`config.mk`:
```
export PLATFORM = sky130hd
export DESIGN_NAME = mod47_frame_acc_flat
export DESIGN_NICKNAME = d
export VERILOG_FILES = /design/src/rtl/mod47_frame_acc_if.sv /design/src/rtl/mod47_frame_acc.sv /design/src/flat_wrapper.sv
export SDC_FILE = /design/constraint.sdc
export NUM_CORES = 1
export LEC_CHECK = 0
export ABC_AREA = 1
export CAP_MARGIN = 0
export CORE_ASPECT_RATIO = 1.75
export CORE_MARGIN = 5
export CORE_UTILIZATION = 65
export DETAILED_ROUTE_END_ITERATION = 16
export DONT_BUFFER_PORTS = 1
export PLACE_DENSITY = 0.81
export SLEW_MARGIN = 20
export SYNTH_ARGS = -nofsm -noshare
export SYNTH_HDL_FRONTEND = slang
export SYNTH_SLANG_ARGS = --single-unit
```
`constraint.sdc`:
```
create_clock -name clk -period 5.3 [get_ports clk]
set_clock_uncertainty 0.05 [all_clocks]
set_input_delay 1.06 -clock clk [delete_from_list [all_inputs] [get_ports clk]]
set_output_delay 1.06 -clock clk [all_outputs]
set_load 0.02 [all_outputs]
```
`src/rtl/mod47_frame_acc_if.sv`:
```
// Token/result stream bundle for mod47_frame_acc: an input residue stream and an output frame-sum stream.
// The master drives tokens and consumes results; the slave (the accumulator) does the reverse.
interface mod47_frame_acc_if;
  logic       in_valid;
  logic       in_ready;
  logic [5:0] in_data;
  logic       out_valid;
  logic       out_ready;
  logic [5:0] out_data;

  modport master (
    output in_valid,
    output in_data,
    output out_ready,
    input  in_ready,
    input  out_valid,
    input  out_data
  );

  modport slave (
    input  in_valid,
    input  in_data,
    input  out_ready,
    output in_ready,
    output out_valid,
    output out_data
  );
endinterface

```
`src/rtl/mod47_frame_acc.sv`:
```
// Sums FRAME_LEN mod-47 residues per frame and holds the result until taken or discarded.
// Define MOD47_RANGE_CHECK_EN to flag (and skip) tokens in 47..63 on the err port instead of folding them.
module mod47_frame_acc #(
  parameter int unsigned FRAME_LEN = 8
) (
  input  logic              clk,
  input  logic              rst,
  input  logic              clr,
  mod47_frame_acc_if.slave  bus
`ifdef MOD47_RANGE_CHECK_EN
  ,
  output logic              err
`endif
);

  typedef enum logic [0:0] {
    ST_ACC  = 1'b0,
    ST_HOLD = 1'b1
  } state_t;

  localparam logic [7:0] LAST_CNT = 8'(FRAME_LEN - 1);

  state_t     state_r;
  state_t     state_nx;
  logic [5:0] acc_r;
  logic [5:0] acc_nx;
  logic [7:0] cnt_r;
  logic [7:0] cnt_nx;
  logic [5:0] out_data_r;
  logic [5:0] out_data_nx;
  logic [5:0] sum_s;
`ifdef MOD47_RANGE_CHECK_EN
  logic       err_r;
  logic       err_nx;
`endif

  // Fold a 6-bit token into 0..46; upstream stages only overshoot by less than one modulus.
  function automatic logic [5:0] reduce_token(input logic [5:0] tok);
    logic [5:0] r;
    if (tok >= 6'd47) begin
      r = tok - 6'd47;
    end else begin
      r = tok;
    end
    return r;
  endfunction

  // Both operands are already below 47, so one conditional subtract completes the reduction.
  function automatic logic [5:0] add_mod47(input logic [5:0] a, input logic [5:0] b);
    logic [6:0] s;
    s = {1'b0, a} + {1'b0, b};
    if (s >= 7'd47) begin
      s = s - 7'd47;
    end else begin
      s = s;
    end
    return s[5:0];
  endfunction

`ifdef MOD47_RANGE_CHECK_EN
  function automatic logic token_in_range(input logic [5:0] tok);
    return (tok < 6'd47);
  endfunction
`endif

  // Candidate accumulator value if the offered token is taken.
  always_comb begin
    sum_s = add_mod47(acc_r, reduce_token(bus.in_data));
  end

  // Next-state, datapath and flag decode.
  always_comb begin
    state_nx    = state_r;
    acc_nx      = acc_r;
    cnt_nx      = cnt_r;
    out_data_nx = out_data_r;
`ifdef MOD47_RANGE_CHECK_EN
    err_nx      = 1'b0;
`endif
    case (state_r)
      ST_ACC: begin
        if (clr) begin
          acc_nx = 6'd0;
          cnt_nx = 8'd0;
        end else if (bus.in_valid) begin
`ifdef MOD47_RANGE_CHECK_EN
          if (!token_in_range(bus.in_data)) begin
            err_nx = 1'b1;
          end else begin
`else
          begin
`endif
            acc_nx = sum_s;
            cnt_nx = cnt_r + 8'd1;
            if (cnt_r == LAST_CNT) begin
              state_nx    = ST_HOLD;
              out_data_nx = sum_s;
            end else begin
              state_nx    = ST_ACC;
            end
          end
        end else begin
          state_nx = ST_ACC;
        end
      end
      ST_HOLD: begin
        // clr wins over out_ready: either way the frame is dropped and the next one starts clean.
        if (clr || bus.out_ready) begin
          state_nx    = ST_ACC;
          acc_nx      = 6'd0;
          cnt_nx      = 8'd0;
          out_data_nx = 6'd0;
        end else begin
          state_nx    = ST_HOLD;
        end
      end
      default: begin
        state_nx    = ST_ACC;
        acc_nx      = 6'd0;
        cnt_nx      = 8'd0;
        out_data_nx = 6'd0;
      end
    endcase
  end

  // State and datapath registers with synchronous reset.
  always_ff @(posedge clk) begin
    if (rst) begin
      state_r    <= ST_ACC;
      acc_r      <= 6'd0;
      cnt_r      <= 8'd0;
      out_data_r <= 6'd0;
`ifdef MOD47_RANGE_CHECK_EN
      err_r      <= 1'b0;
`endif
    end else begin
      state_r    <= state_nx;
      acc_r      <= acc_nx;
      cnt_r      <= cnt_nx;
      out_data_r <= out_data_nx;
`ifdef MOD47_RANGE_CHECK_EN
      err_r      <= err_nx;
`endif
    end
  end

  assign bus.in_ready  = (state_r == ST_ACC) && !rst;
  assign bus.out_valid = (state_r == ST_HOLD);
  assign bus.out_data  = out_data_r;
`ifdef MOD47_RANGE_CHECK_EN
  assign err           = err_r;
`endif

endmodule

```
`src/flat_wrapper.sv`:
```
// flat-port wrapper written by rule: the top's interface ports become plain ports
module mod47_frame_acc_flat 
#(
  parameter int unsigned FRAME_LEN = 8
)
  (clk, rst, clr, bus_in_valid, bus_in_data, bus_out_ready, bus_in_ready, bus_out_valid, bus_out_data);
  mod47_frame_acc_if bus_i ();
  input  logic clk;
  input  logic rst;
  input  logic clr;
  input wire logic [$bits(bus_i.in_valid)-1:0] bus_in_valid;
  input wire logic [$bits(bus_i.in_data)-1:0] bus_in_data;
  input wire logic [$bits(bus_i.out_ready)-1:0] bus_out_ready;
  output wire logic [$bits(bus_i.in_ready)-1:0] bus_in_ready;
  output wire logic [$bits(bus_i.out_valid)-1:0] bus_out_valid;
  output wire logic [$bits(bus_i.out_data)-1:0] bus_out_data;
  assign bus_i.in_valid = bus_in_valid;
  assign bus_i.in_data = bus_in_data;
  assign bus_i.out_ready = bus_out_ready;
  assign bus_in_ready = bus_i.in_ready;
  assign bus_out_valid = bus_i.out_valid;
  assign bus_out_data = bus_i.out_data;
  mod47_frame_acc #(.FRAME_LEN(FRAME_LEN)) u_core (.clk(clk), .rst(rst), .clr(clr), .bus(bus_i));
endmodule
```
* Word-level counts from Yosys, hierarchy flattened
Index checks and enable logic that the tools add are counted.
Storage, ports and cells: register bits after elaboration 21, bits of input ports 11, word-level logic and storage cells 41, output and inout port bits 8
Cells by class: reduce and logical (&&, ||, !) cells 5, $lt $le $gt $ge 2, mux-type cells 19, bitwise operators 1, $add $sub $neg 4, equal/unequal tests 6
Operator list (count):
- $mux W6 | 8
- $mux W8 | 3
- $pmux W6 S2 | 2
- $pmux W8 S2 | 1
- $sub A6 B6 Y6 const B | 2
- $add A8 B1 Y8 const B | 1
- $eq A8 B3 Y1 const B | 1
- $add A6 B6 Y7 | 1
- $ge A7 B6 Y1 const B | 1
- $ge A6 B6 Y1 const B | 1
- $ne A2 B2 Y1 const B | 3
- $mux W1 | 4
- $reduce_and A4 Y1 | 1
- $ne A3 B3 Y1 const B | 1
- $ne A2 B1 Y1 const B | 1
- $pmux W1 S2 | 1
- $reduce_and A2 Y1 | 1
- $logic_and A1 B1 Y1 | 1
- $logic_not A1 Y1 | 1
- $logic_or A1 B1 Y1 | 1
- $not A1 Y1 | 1

* Logic depth before layout (Yosys ltp)
Gate-level depths: netlist (run 1).
depth in word-level cells 9, mapped depth 23, mapped depth without buffers 23

* Worst setup path before layout (run 1)
Ideal clock, no wire load.
path kind input-to-reg, start point in bus_in_data[0], end point reg u_core.acc_r[2], data arrival time 3402 ps, setup slack 1716 ps, path buffers 0, library setup time 132 ps, stages 22, required time 5118 ps, cells stage by stage ha_1 -> inv_1 -> nor3_1 -> inv_1 -> nand2_1 -> nand2_1 -> xor2_1 -> inv_1 -> ha_1 -> inv_1 -> fa_1 -> inv_1 -> ha_1 -> inv_1 -> nor2_1 -> nand3_1 -> nor2_1 -> nand2_2 -> nand3_2 -> nand2_1 -> nand4_1 -> a21oi_1
Between the ends: cells in the longest elaborated chain, start to end 8, elaborated cells on any way between the ends 10, classes of those cells add/sub: 3; order compare: 2; mux: 5
RTL lines:
- start, declared | line flat_wrapper.sv:12 | input wire logic [$bits(bus_i.in_data)-1:0] bus_in_data;
- $sub A6 B6 Y6 or $ge A6 B6 Y1 (tied branches) | line mod47_frame_acc.sv:41, mod47_frame_acc.sv:40
- $mux W6 (*) | line mod47_frame_acc.sv:40 | if (tok >= 6'd47) begin
- $add A6 B6 Y7 (*) | line mod47_frame_acc.sv:51 | s = {1'b0, a} + {1'b0, b};
- $sub A6 B6 Y6 or $ge A7 B6 Y1 (tied branches) | line mod47_frame_acc.sv:53, mod47_frame_acc.sv:52
- $mux W6 (*) | line mod47_frame_acc.sv:52 | if (s >= 7'd47) begin
- $mux W6 (*) | line mod47_frame_acc.sv:85 | end else if (bus.in_valid) begin
- $mux W6 (*) | line mod47_frame_acc.sv:82 | if (clr) begin
- $pmux W6 S2 (*) | line mod47_frame_acc.sv:80 | case (state_r)
- end signal, assigned | line mod47_frame_acc.sv:138 | acc_r <= acc_nx;
- end, declared | line mod47_frame_acc.sv:25 | logic [5:0] acc_r;
Every way passes the cells marked *; elsewhere a longest branch is shown, timed or not. The select of a mux whose other input is x is not followed. A chain may end at the register's enable or synchronous reset.

* Worst setup path in the final report (run 1)
start point in bus_in_data[0], end point reg u_core.acc_r[3]
The elaborated chain is that of the path after synthesis.

==> metrics.md, run 1 <==
| Metric | Value |
|---|---|
| Post-cts resize count | `0` |
| Initial core utilization | `68.7%` |
| Worst R2R Path Depth | `14` |
| Synth unique cells | `29` |
| Synthesis-to-layout area growth | `3.01%` |
| Status | `finished clean` |
| Worst EP arrival | `3.74 ns` |
| GRT overflow | `0` |
| Leak | `0.750 nW` |
| TritonRoute pass-1 iters | `4` |
| Reg2reg end | `u_core.acc_r[3]` |
| Initial drt markers | `54` |
| Final total power | `425 uW` |
| CP delay by family, top | `simple AND/OR/NAND/NOR gates` |
| Share of cells above drive strength 1 | `a little over a tenth` |
| Stages on worst setup path | `22` |
| Vias in the first global route | `1502` |
| Final Hold Vio Count | `0` |
| Crit path capture | `u_core.acc_r[3]` |
| Max-cap violations | `0` |
| First-pass GRT wire length | `6140 um` |
| Min Tclk post-route | `3.63 ns` |
| CP required | `5.41 ns` |
| Antenna diode count | `0` |
| Clk_lat worst skew | `0.26 ns` |
| Die height | `~75 um` |
| DR vias/cell | `5.91` |
| Gr usage total | `23.6%` |
| Max-slew violation count | `0` |
| Max frequency | `approximately 280 MHz` |
| Syn_nets | `255` |
| Hold WC Path Type | `reg -> reg` |
| Slowest cell on crit path | `fa_1` |
| Design Area, Final | `roughly 1600 um^2` |
| Post-cts hold buffer count | `0` |
| Reg2reg setup slack | `about 2.9 ns` |
| RSZ-0062 raised after global routing | `no` |
| Row count | `23` |
| CTS Buffer Depth | `2` |
| Max FO, Critical Path | `4` |
| Commonest non-fill, non-tap cell in the layout | `nand2_1` |
| Mapped Cells | `about 230` |
| CTS tree | `built` |
| M1 WL | `1320 um` |
| Seq/Total Area, Yosys | `26.6%` |
| Number of remaining DRC errors | `0` |
| Fin crit share | `68.5%` |
| Critical path, cell by cell | `ha_1, inv_1, nor3_1, inv_1, nand2_1, nand2_1, xor2_1, inv_1, ha_1, inv_1, fa_1, inv_1, ha_1, inv_1, nor2_1, nand3_1, nor2_1, nand2_2, nand3_2, nand2_1, nand4_1, a21oi_1` |
| Synthesized area | `1580 um^2` |
| Met2 routed wirelength | `1990 um` |
| Startpoint Class | `input pin` |
| Syn Area/Cell | `6.79 um^2` |
| Hpwl dp | `2920 um` |
| Post-CTS Setup Inserts | `0` |
| Largest net degree at the start of global routing | `16` |
| Commonest cells after routing, fill and taps aside | `nand2_1, inv_1, a21oi_1` |
| Die W | `roughly 47 um` |
| Most frequent CP cell | `inv_1` |
| Reg-to-reg startpoint | `u_core.acc_r[0]` |
| DR vias | `around 1500` |
| Placement Cell Area | `1580 um^2` |
| Setup TNS | `0 ns` |
| GPL Wtd Cong | `0.835` |
| DRT antenna net count | `0` |
| Post-DR wirelength/cell | `between 10 and 15 um` |
| Worst-path clk slew | `0.07 ns` |
| CP Capture Type | `flip-flop` |
| Met3 wire length | `between 100 and 150 um` |
| Synth warnings | `0` |
| Setup-failing EPs final | `0` |
| CP max stage delay | `0.45 ns` |
| PortBufs | `0` |
| PwrDens | `261 nW/um^2` |
| Kind of critical path | `in -> reg` |
| Die Area | `3560 um^2` |
| Max-slew headroom | `62.3%` |
| Total Routed Length | `3580 um` |
| Crit path buf inv count | `6` |
| Number of sinks on the clock net | `21` |
| Tightest Pin Transition | `approximately 0.56 ns` |
| IO Pins | `19` |
| Top layer in use | `met4` |
| Clock root cell | `clkbuf_8` |
| Placeable Area | `between 2000 and 2500 um^2` |
| H-tree Lvls | `1` |
| Num CTS Buffers | `3` |
| Initial antenna violation count | `0` |
| Worst VDD drop | `156 uV` |
| CP Launch Point | `bus_in_data[0]` |
| Flops & latches, synth | `21` |
| Final net count | `256` |
[layer usage]
metal	up-vias	GRT usage, %
met5	-	0
li1	774	-
met3	7	1.91
met2	39	43.4
met4	0	12.6
met1	706	24.7
[layout make-up]
type / count / area, um^2
fill: 208 / 673
sequential: 21 / 420
tap: 25 / 31.3
clock buffer: 3 / 41.3
multi-input combinational: 172 / 996
clock inverter: 1 / 5.00
inverter: 36 / 135
[synth_stat cells, drive strengths merged]
cell / instances / area, um^2
nand2: 54 / 233
inv: 36 / 135
a21oi: 31 / 163
nand3: 23 / 130
dfxtp: 21 / 420
nor2: 15 / 66.3
o21ai: 12 / 60.1
ha: 10 / 125
nand4: 9 / 56.3
nor3: 6 / 40.0
xor2: 5 / 43.8
a211oi: 2 / 15.0
buf: 2 / 18.8
clkbuf: 2 / 11.3
and3: 1 / 6.26
fa: 1 / 20.0
nor4: 1 / 21.3
o21bai: 1 / 7.51
or2: 1 / 8.76
[tightest hold or removal path: stages, from the launching register on]
cell and delay, ns:
dfxtp_1 0.32, nand2_1 0.06, a21oi_1 0.06
[kinds of logic after synthesis]
logic type	Yosys count	synth area share, %
AND/OR/NAND/NOR	110	35.5
AO/OA/AOI/OAI	46	15.5
buffers and inverters	40	10.4
flip-flops	21	26.6
adder cells (fa/ha/maj)	11	9.18
XOR/XNOR	5	2.77
[sequential cells by signal (all words and copies together) (netlist names)]
register              cells
u_core.acc_r              6
u_core.bus.out_data       6
u_core.bus.out_valid      1
u_core.cnt_r              8
[power by group]
group,internal (mW),switching (mW)
clock,0.0525,0.0524
combinational,0.0531,0.0987
sequential,0.164,0.00447
[stage by stage]
stage | hold slack [ns] | cells | util (%) | worst slack (ns)
floorplan | 0.396 | 233 | - | 1.72
global placement | 0.409 | 254 | 68.8 | 1.59
detailed placement | 0.416 | 254 | 68.8 | 1.43
CTS | 0.427 | 258 | 70.8 | 1.70
global route | 0.451 | 258 | 70.8 | 1.35
finish | 0.430 | 258 | 70.8 | 1.67
[worst min path at each step]
stage | slack, ns | endpoint | depth (start not counted) | start
final | 0.43 | u_core.acc_r[4] | 2 | u_core.acc_r[4]
after global routing | 0.45 | u_core.acc_r[5] | 2 | u_core.acc_r[5]
after CTS | 0.43 | u_core.acc_r[5] | 2 | u_core.acc_r[5]
after detailed placement | 0.42 | u_core.acc_r[5] | 2 | u_core.acc_r[5]
after global placement | 0.41 | u_core.acc_r[5] | 2 | u_core.acc_r[5]
after floorplan | 0.40 | u_core.cnt_r[2] | 2 | u_core.cnt_r[2]
(Power assumes the default switching activity.)
==> run 2: changes to the inputs <==
Settings changed: CORE_UTILIZATION 65 to 57, PLACE_DENSITY 0.81 to 0.75.
Clock period 5.3 ns to 3.2 ns, I/O delays scaled along.
==> metrics.md, run 2 (same netlist as run 1, synthesis figures left out) <==
| Metric | Value |
|---|---|
| Placement Cell Area | `1680 um^2 (+5.8%)` |
| Commonest cells after routing, fill and taps aside | `nand2_1, inv_1, a21oi_1` |
| Tightest Pin Transition | `0.647 ns (+0.0845 ns)` |
| Max frequency | `about 310 MHz` |
| P_sw | `278 uW (+79%)` |
| Kind of critical path | `in -> reg` |
| Die height | `79.7 um (+5.9%)` |
| GPL Wtd Cong | `0.822 (-1.6%)` |
| GRT overflow | `0 (unchanged)` |
| CP max stage delay | `0.44 ns (about the same)` |
| Initial antenna violation count | `0 (unchanged)` |
| Placeable Area | `2690 um^2 (+17%)` |
| Setup TNS | `0 ns (unchanged)` |
| Fillers | `245 (+18%)` |
| CP Launch Point | `bus_in_data[0]` |
| Sw Share | `36.6% (-0.072 points)` |
| CTS tree | `built` |
| CP required | `3.35 ns (-2.06 ns)` |
| Max FO, Critical Path | `4 (unchanged)` |
| Leak | `0.820 nW (+9.3%)` |
| Max-slew headroom | `56.6% (-5.7 points)` |
| Reg-to-reg startpoint | `u_core.acc_r[0]` |
| Max-slew violation count | `0 (unchanged)` |
| PortBufs | `0 (unchanged)` |
| Internal power | `482 uW (+79%)` |
| First-pass GRT wire length | `6340 um (+3.3%)` |
| Largest net degree at the start of global routing | `16 (unchanged)` |
| PwrDens | `419 nW/um^2 (+60%)` |
| DR vias | `1566 (+2.6%)` |
| Clock root cell | `clkbuf_8` |
| Clk_lat worst skew | `0.27 ns (about the same)` |
| Setup-failing EPs final | `0 (unchanged)` |
| Clock power share | `23.0% (-1.7 points)` |
| Antenna diode count | `0 (unchanged)` |
| Place WS | `-0.194 ns (-1.62 ns)` |
| Share of cells above drive strength 1 | `22.9% (+12 points)` |
| Hpwl dp | `3090 um (+5.7%)` |
| Post-DR wirelength/cell | `14.3 um (+2.8%)` |
| Worst Hold End | `u_core.acc_r[3]` |
| CTS Buffer Depth | `2 (unchanged)` |
| Reg2reg end | `u_core.acc_r[0]` |
| H-tree Lvls | `1 (unchanged)` |
| Worst VDD drop | `281 uV (+80%)` |
| Hold WC Path Type | `in -> reg` |
| Hold path cells | `1 (-1)` |
| Row count | `25 (+8.7%)` |
| Number of remaining DRC errors | `0 (unchanged)` |
| Initial core utilization | `58.8% (-9.9 points)` |
| Die Area | `3970 um^2 (+12%)` |
| Final core occ | `67.5% (-3.2 points)` |
| DRT antenna net count | `0 (unchanged)` |
| Startpoint Class | `input pin` |
| Part of the power in combinational logic | `40.3% (+4.6 points)` |
| CP Capture Type | `flip-flop` |
| Hold_ws | `0.380 ns (-0.0500 ns)` |
| Final Hold Vio Count | `0 (unchanged)` |
| Final net count | `272 (+6.3%)` |
| TritonRoute pass-1 iters | `5 (+1)` |
| Vias in the first global route | `1462 (-2.7%)` |
| Max FFs per register | `8 (unchanged)` |
| Initial drt markers | `28 (-48%)` |
| Reg2reg setup slack | `0.87 ns (-2.05 ns)` |
| Commonest non-fill, non-tap cell in the layout | `nand2_1` |
| Top reg by flops | `u_core.cnt_r` |
| Max-cap violations | `0 (unchanged)` |
| Die W | `49.8 um (+5.4%)` |
| Total Routed Length | `3930 um (+9.9%)` |
| Min Tclk post-route | `about 3.2 ns` |
| Sequential power share | `36.7% (-2.9 points)` |
| Number of sinks on the clock net | `21 (unchanged)` |
| Num CTS Buffers | `3 (unchanged)` |
| Critical path, cell by cell | `ha_4, inv_2, nor3_2, inv_1, nand2_2, nand2_2, xor2_1, inv_1, ha_2, inv_2, fa_2, inv_2, ha_4, inv_2, nor2_2, nand3_2, nor2_2, nand2_2, nand4_1, nand4_1, a21oi_1` |
| Worst-path clk slew | `0.08 ns (about the same)` |
| IO Pins | `19 (unchanged)` |
| Synthesis-to-layout area growth | `14.9%` |
| Design Area, Final | `1820 um^2 (+12%)` |
| Worst R2R Path Depth | `13 (-1)` |
| Status | `finished clean` |
| Worst EP arrival | `3.33 ns (-0.41 ns)` |
| Post-route setup slack | `0.0208 ns (-1.65 ns)` |
| DR vias/cell | `5.67 (-4.1%)` |
| Gr usage total | `20.3% (-3.3 points)` |
| Fin crit share | `between 90% and 100%` |
| Most frequent CP cell | `inv_2` |
| Slowest cell on crit path | `fa_2` |
| Hold Startpoint | `rst` |
==> run 2: changes by cell type in the layout (fill, tap and decap cells not counted), moves of 2 or more <==
cell / before / now
buf_4: 0 / 16
ha_1: 10 / 6
ha_2: 0 / 2
ha_4: 0 / 2
inv_1: 34 / 30
inv_2: 2 / 6
nand2_1: 46 / 43
nand2_2: 6 / 9
nor2_1: 13 / 11
nor2_2: 1 / 3
==> run 2: metrics by stage <==
stage | total power, mW | instances
after detailed placement | 0.562 | 268
final | 0.760 | 276
after floorplan | 0.485 | 233
after global placement | 0.558 | 268
after global routing | 0.812 | 276
after CTS | 0.730 | 272
==> run 2: critical path, delay by kind of cell <==
family | cells | cell delay [ns]
AOI/OAI and AO/OA | 1 | 0.19
and+or+nand+nor | 9 | 1.07
xor gates and xnor gates | 1 | 0.17
buffers and inverters | 6 | 0.39
adders and majority gates | 4 | 0.88
==> run 2: routing by layer <==
metal / share of wire [%] / global-route usage (%) / vias to the layer above
li1: - / - / 806
met1: 35 / 19.8 / 712
met2: 56 / 37.5 / 33
met3: 2.5 / 1.68 / 15
met4: 6.2 / 15.7 / 0
met5: 0 / 0 / -
==> run 2: worst max-delay path by stage <==
stage	to	slack (ns)	cells past startpoint
2_1_floorplan	u_core.acc_r[2]	0.04	22
3_3_place_gp	u_core.bus.out_data[2]	-0.12	22
3_5_place_dp	u_core.bus.out_data[2]	-0.19	22
4_1_cts	u_core.bus.out_data[2]	0.06	22
5_1_grt	u_core.acc_r[0]	-0.18	21
6_report	u_core.acc_r[0]	0.02	21
==> run 2: power by group through the flow <==
| stage | clock (mW) | sequential, mW | combinational [mW] |
|---|---|---|---|
| floorplan | 0 | 0.282 | 0.203 |
| global placement | 0 | 0.285 | 0.273 |
| detailed placement | 0 | 0.285 | 0.277 |
| CTS | 0.174 | 0.279 | 0.278 |
| global route | 0.187 | 0.280 | 0.345 |
| finish | 0.175 | 0.279 | 0.306 |
==> run 2: area by class of cell <==
type	instances	area, um^2	share of cell area [%]
multi-input combinational	172	1060	58.5
tap	27	33.8	1.86
clock buffer	4	45.0	2.48
sequential	21	420	23.1
inverter	36	135	7.44
timing repair buffer	16	120	6.61
==> run 2: what timing repair did <==
action,in CTS,in global routing
hold buffers,0,0
setup buffers,0,4
setup endpoints to repair,0,12
gates resized for setup,0,20
==> run 3: changes to the inputs <==
Settings changed: ABC_CLOCK_PERIOD_IN_PS from default to 3200, SLEW_MARGIN 20 to default.
==> results of run 3 <==
Same layout as run 2: the final DEF is identical, and so are final timing and power.
